`config.mk`:
```
export PLATFORM = sky130hd
export DESIGN_NAME = digital_signal_generate
export DESIGN_NICKNAME = d
export VERILOG_FILES = /design/src/rtl/digital_signal_pkg.sv /design/src/rtl/digital_signal_generate.sv
export SDC_FILE = /design/constraint.sdc
export NUM_CORES = 1
export LEC_CHECK = 0
export CAP_MARGIN = 5
export CORE_MARGIN = 1.5
export CORE_UTILIZATION = 45
export DETAILED_ROUTE_END_ITERATION = 8
export GPL_TIMING_DRIVEN = 0
export PLACE_DENSITY = 0.72
export SETUP_SLACK_MARGIN = 0.2
export SYNTH_ARGS = -nofsm -noshare
export SYNTH_HDL_FRONTEND = slang
export SYNTH_SLANG_ARGS = --single-unit
```
`constraint.sdc`:
```
create_clock -name clk -period 4.24 [get_ports clk]
set_input_delay 0.636 -clock clk [delete_from_list [all_inputs] [get_ports clk]]
set_output_delay 0.636 -clock clk [all_outputs]
set_load 0.03 [all_outputs]
```
`src/rtl/digital_signal_pkg.sv`:
```
// Types and constants shared by the signal generate and signal measure blocks.
package digital_signal_pkg;

  localparam int DEFAULT_CNT_W = 16;

  typedef enum logic [1:0] {
    IDLE = 2'd0,
    HIGH = 2'd1,
    LOW  = 2'd2,
    DONE = 2'd3
  } gen_state_t;

endpackage

```
`src/rtl/digital_signal_generate.sv`:
```
// Programmable pulse/PWM generator: emits bursts (or a continuous train) of
// periods with programmed high and low times, under a level start/done handshake.
module digital_signal_generate
  import digital_signal_pkg::*;
#(
  parameter int CNT_W = DEFAULT_CNT_W
) (
  input  logic             clk,
  input  logic             rst,
  input  logic             gen_start,
  input  logic [CNT_W-1:0] high_time,
  input  logic [CNT_W-1:0] low_time,
  input  logic [CNT_W-1:0] pulse_count,
  output logic             gen_pin,
  output logic             gen_busy,
  output logic             gen_done,
  output logic [CNT_W-1:0] period_cnt
);

  localparam logic [CNT_W-1:0] ONE = {{(CNT_W-1){1'b0}}, 1'b1};

  gen_state_t       state;
  logic [CNT_W-1:0] phase;
  logic [CNT_W-1:0] hi_s, lo_s, cnt_s;
  logic [CNT_W-1:0] hi_eff, lo_eff, pc_next;
  logic             last_burst;

  // A zero-length level is stretched to one cycle so the pin always toggles.
  assign hi_eff     = (hi_s == '0) ? ONE : hi_s;
  assign lo_eff     = (lo_s == '0) ? ONE : lo_s;
  assign pc_next    = period_cnt + ONE;
  assign last_burst = (cnt_s != '0) && (pc_next == cnt_s);
  assign gen_busy   = (state == HIGH) || (state == LOW);

  always_ff @(posedge clk or posedge rst) begin
    if (rst) begin
      state      <= IDLE;
      phase      <= '0;
      hi_s       <= '0;
      lo_s       <= '0;
      cnt_s      <= '0;
      period_cnt <= '0;
      gen_pin    <= 1'b0;
      gen_done   <= 1'b0;
    end else begin
      case (state)
        IDLE: begin
          gen_pin <= 1'b0;
          if (gen_start) begin
            state      <= HIGH;
            gen_pin    <= 1'b1;
            phase      <= ONE;
            period_cnt <= '0;
            gen_done   <= 1'b0;
            hi_s       <= high_time;
            lo_s       <= low_time;
            cnt_s      <= pulse_count;
          end
        end
        HIGH: begin
          if (phase == hi_eff) begin
            state   <= LOW;
            gen_pin <= 1'b0;
            phase   <= ONE;
          end else begin
            phase <= phase + ONE;
          end
        end
        LOW: begin
          if (phase == lo_eff) begin
            period_cnt <= pc_next;
            // Start is only checked at a period boundary, so an abort never truncates a pulse.
            if (!gen_start) begin
              state <= IDLE;
            end else if (last_burst) begin
              state    <= DONE;
              gen_done <= 1'b1;
            end else begin
              state   <= HIGH;
              gen_pin <= 1'b1;
              phase   <= ONE;
              hi_s    <= high_time;
              lo_s    <= low_time;
            end
          end else begin
            phase <= phase + ONE;
          end
        end
        DONE: begin
          gen_pin <= 1'b0;
          if (!gen_start) begin
            state    <= IDLE;
            gen_done <= 1'b0;
          end
        end
        default: state <= IDLE;
      endcase
    end
  end

endmodule

```
# Word level (Yosys, flattened, before mapping)
# Index checks and enable logic that the tools add are counted.
[classes] muxes=40 eq_ne=15 add_sub_neg=2 n_reduce_logical=16
[op_table] operator="2-to-1 mux 16 bit" n=17
[op_table] operator="case mux 16 bit (2 select lines)" n=3
[op_table] operator="== test 16 bit" n=3
[op_table] operator="case mux 16 bit (3 select lines)" n=1
[op_table] operator="adder 16 x 1 -> 16 bit (second input constant)" n=2
[op_table] operator="zero test 16 bit" n=2
[op_table] operator="nonzero test 16 bit" n=1
[op_table] operator="2-to-1 mux 2 bit" n=6
[op_table] operator="AND reduction 4 bit" n=3
[op_table] operator="2-to-1 mux 1 bit" n=10
[op_table] operator="!= test 2 bit (second input constant)" n=5
[op_table] operator="case mux 2 bit (4 select lines)" n=1
[op_table] operator="!= test 3 bit (second input constant)" n=2
[op_table] operator="AND reduction 6 bit" n=1
[op_table] operator="nonzero test 3 bit" n=2
[op_table] operator="AND reduction 5 bit" n=1
[op_table] operator="== test 2 bit (second input constant)" n=2
[op_table] operator="!= test 2 x 1 -> 1 bit (second input constant)" n=2
[op_table] operator="case mux 1 bit (4 select lines)" n=1
[op_table] operator="case mux 1 bit (3 select lines)" n=1
[op_table] operator="AND reduction 3 bit" n=1
[op_table] operator="== test 2 x 1 -> 1 bit (second input constant)" n=1
[op_table] operator="zero test 2 bit" n=1
[op_table] operator="AND reduction 2 bit" n=1
[op_table] operator="3 further kinds" n=3
[word_totals] regBits=84 wordCells=81 input_bits=51 output_inout_bits=19

# Longest topological paths before layout
[logic_depth] word_depth=7 mapped_depth=10 depth_no_buf=8

# Least setup slack after synthesis
# Ideal clock, no wire load.
[synth_path] path_kind="flip-flop to flip-flop" startpoint="reg period_cnt[0]" endpoint="reg hi_s[0]" arrival_ps=2840 setup_time_ps=125 period_less_slack_ps=2965 n_path_buf=1 t_required_ps=4115 slack_ps=1275 stages_incl_launch_ff=10 cell_sequence="dfrtp_1 -> ha_1 -> nand3_1 -> or3_1 -> or3_1 -> o2111ai_4 -> nor4_4 -> o22ai_4 -> buf_6 -> mux2_4"
[synth_between] elab_chain_len=5
[synth_lines] element="start, declared" line="digital_signal_generate.sv:17" text="output logic [CNT_W-1:0] period_cnt"
[synth_lines] element="start signal, assigned" line="digital_signal_generate.sv:71" text="period_cnt <= pc_next;"
[synth_lines] element="adder 16 x 1 -> 16 bit" line="digital_signal_generate.sv:31" text="assign pc_next = period_cnt + ONE;"
[synth_lines] element="== test 16 bit" line="digital_signal_generate.sv:32" text="assign last_burst = (cnt_s != '0) && (pc_next == cnt_s);"
[synth_lines] element="logical AND 1 bit" line="digital_signal_generate.sv:32"
[synth_lines] element="!= test 2 bit (no source line)"
[synth_lines] element="AND reduction 5 bit (no source line)"
[synth_lines] element="end signal, assigned" line="digital_signal_generate.sv:55" text="hi_s <= high_time;"
[synth_lines] element="end signal, assigned" line="digital_signal_generate.sv:82" text="hi_s <= high_time;"
[synth_lines] element="end, declared" line="digital_signal_generate.sv:24" text="logic [CNT_W-1:0] hi_s, lo_s, cnt_s;"
# Every way passes these cells.
# A chain may end at the register's enable or synchronous reset.

# Worst setup path after layout
[layout_path] startpoint="reg period_cnt[0]" endpoint="reg phase[13]"
[layout_between] elab_chain_len=5
[layout_lines] element="adder 16 x 1 -> 16 bit" line="digital_signal_generate.sv:31"
[layout_lines] element="== test 16 bit" line="digital_signal_generate.sv:32"
[layout_lines] element="logical AND 1 bit" line="digital_signal_generate.sv:32"
[layout_lines] element="!= test 3 bit (no source line)"
[layout_lines] element="AND reduction 4 bit (no source line)"
[layout_lines] element="end signal, assigned" line="digital_signal_generate.sv:66" text="phase <= phase + ONE;"
[layout_lines] element="end signal, assigned" line="digital_signal_generate.sv:86" text="phase <= phase + ONE;"
[layout_lines] element="end, declared" line="digital_signal_generate.sv:23" text="logic [CNT_W-1:0] phase;"
# Every way passes these cells.

==> out/results.ini <==
[outcome]
status=finished, final reports clean

[sta]
fin_crit_sh_pct=76.9
setup_viol=0
slew_headroom_pct=43.6
worst_slew_pin_slew_ns=0.839
post-route-min-period_ns=3.26
finalWorstSetupSlack_ns=0.980
grt_setup_unrepaired=false
max_freq_mhz=307
maxSlewViolCount=0
finalHoldViolations=0
worst_clock_skew_ns=0.00757
finalSetupTns_ns=0

[final_layout]
drive_gt1_share_pct=17.0
n_antenna_cell=0
final_nets=632
multi_input_area_mm2=0.00285
seq_area_mm2=0.00210
fillers=973
syn2layout_area_growth_pct=23.1

[placed_design]
dp_hpwl_um=9340
place_congestion=0.870
place_ws_ns=1.05
port_buffers=69

[clocking]
cts_setup_buffers=0
cts_buffers=9
cts_hold_buf=0
cts-resized-gates=0
clk_pin_slew_worst_paths_ns=0.06
clock_path_buffers=2
h-tree-depth=3
tritoncts=yes
cts_root_buf=clkbuf_16
numClockSinks=84
clock_latency_ns=0.34

[route]
vias=4155
drt_iter0_drc=337
drc_errors=0
drt-total-wl_um=12600
vias_per_cell=5.77
ant_nets=0
avgRoutedWirePerCell_um=17.5
first_pass_iters=5

[synthesis]
netlist.top_cell.by_area=dfrtp_1
synth_ff_type=dfrtp_1
yosysWarningCount=0
synth_area_mm2=0.00519
ys_ff_latch=84
synth_nets=551
synth-seq-area-share_pct=40.5
synth.distinct_cells=68
async_flop_share_pct=100
netlist.area_leader.share_pct=40.5
postSynthCellCount=492
ys_top_cells_by_area=dfrtp_1 (40%), mux2_4 (8.7%), xor2_1 (4.9%)
synth-edff-count=0
avgSynthCellArea_um2=10.6

[worst_setup_path]
arrival_ns=3.49
setup.worst_path.class=reg2reg
crit_chain=ha_1 > nand3_1 > nor3_1 > xnor2_1 > o311ai_2 > o41ai_4 > a21oi_2 > buf_6 > a22o_1
cp_max_fo=10
max_stage_delay_ns=0.60
start_kind=flip-flop
critical_path_required_ns=4.47
crit_path_end_kind=flip-flop
crit_path_top_delay_cell=o41ai_4

[die]
die_y_um=110
rows=39
pin_count=70
fp.coreArea_mm2=0.0113
initial_utilization_pct=45.9
die_w_um=110
die_area_mm2=0.0122

[grt]
grt_pass1_wl_um=21400
grt_pass1_vias=4289
track_usage_pct=21.6
grt_overflow=0
antenna_found_initial=0
grt_max_degree=67

[job]
max_cap_viol_count=0

[pwr]
p_per_area_mw_per_mm2=262
p_leak_nw=2.77
peakVddDrop_mv=0.164

[hold_path]
hold_class=reg2reg

==> final cells by class <==
class / instances / share of cell area [%]
Multi-Input combinational cell: 359 / 44.6
Buffer: 30 / 2.60
Tap cell: 143 / 2.80
Clock buffer: 10 / 3.74
Sequential cell: 84 / 32.9
Inverter: 19 / 1.15
Timing Repair Buffer: 70 / 11.2
Clock inverter: 5 / 0.959
==> worst paths after layout <==
kind / startpoint / endpoint / slack (ns) / cells past startpoint
setup / recovery: period_cnt[0] / phase[13] / 0.98 / 9
hold / removal: gen_done / gen_done / 0.51 / 1
setup reg to reg: period_cnt[0] / phase[13] / 0.98 / 9
hold reg to reg: gen_done / gen_done / 0.51 / 1
max in group asynchronous: rst / period_cnt[12] / 3.04 / 3
min in group asynchronous: rst / cnt_s[0] / 0.59 / 2
==> flip-flops by register name (all words and copies together) (netlist names) <==
signal,count
cnt_s,16
gen_done,1
gen_pin,1
hi_s,16
lo_s,16
period_cnt,16
phase,16
state,2
==> cell usage after synthesis, drive strengths merged, types with 13 or more instances <==
master,n
dfrtp,84
inv,18
buf,17
nand3,14
xnor2,26
nor2,15
clkbuf,13
o21ai,24
xor2,29
nor4,22
nand2,40
mux2,48
==> power breakdown <==
group	internal, mW	total [mW]	switching [mW]
sequential	0.801	0.801	0
clock	0.472	0.799	0.327
combinational	0.0465	0.0742	0.0277
==> kinds of logic after synthesis <==
family	after synthesis	share of synthesized area [%]
simple gates	148	15.8
compound gates	98	15.0
xor+xnor	55	9.27
buf+inv	49	4.58
flops	84	40.5
mux	50	13.0
fa+ha+maj	8	1.93
==> layer usage <==
layer	wire length, um	track usage, %	vias up
li1	-	-	1962
met1	5190	26.7	2037
met2	6520	37.6	128
met3	552	3.02	28
met4	328	9.57	0
met5	0	0	-
==> critical path, delay by kind of cell, from the launching register on <==
| kind | cells | cell delay (ns) |
|---|---|---|
| adders and majority gates | 1 | 0.30 |
| and+or+nand+nor | 2 | 0.75 |
| AOI/OAI and AO/OA | 4 | 1.21 |
| xor gates and xnor gates | 1 | 0.21 |
| DFF | 1 | 0.49 |
| buffers and inverters | 1 | 0.18 |
==> stage by stage <==
| stage | std cells | instance area (um^2) | total power, mW | util [%] | hold WS [ns] |
|---|---|---|---|---|---|
| after CTS | 720 | 6390 | 1.69 | 56.5 | 0.521 |
| after floorplan | 492 | 5190 | 0.835 | - | 0.483 |
| after global routing | 720 | 6390 | 1.73 | 56.5 | 0.543 |
| after global placement | 704 | 6060 | 0.888 | 53.6 | 0.510 |
| final | 720 | 6390 | 1.67 | 56.5 | 0.512 |
| after detailed placement | 705 | 6090 | 0.893 | 53.8 | 0.500 |
==> layout by cell type, fill, tap and decap left out, types with 11 or more instances in the layout <==
cell type         n
dfrtp_1          84
inv_1            17
mux2_4           30
a22o_1           11
nand3_1          14
nand2_1          39
nor4_1           21
nor2_1           14
xor2_1           29
clkbuf_1         13
xnor2_1          26
o21ai_0          22
mux2_2           18
clkdlybuf4s50_1  69
(Power assumes the default switching activity.)
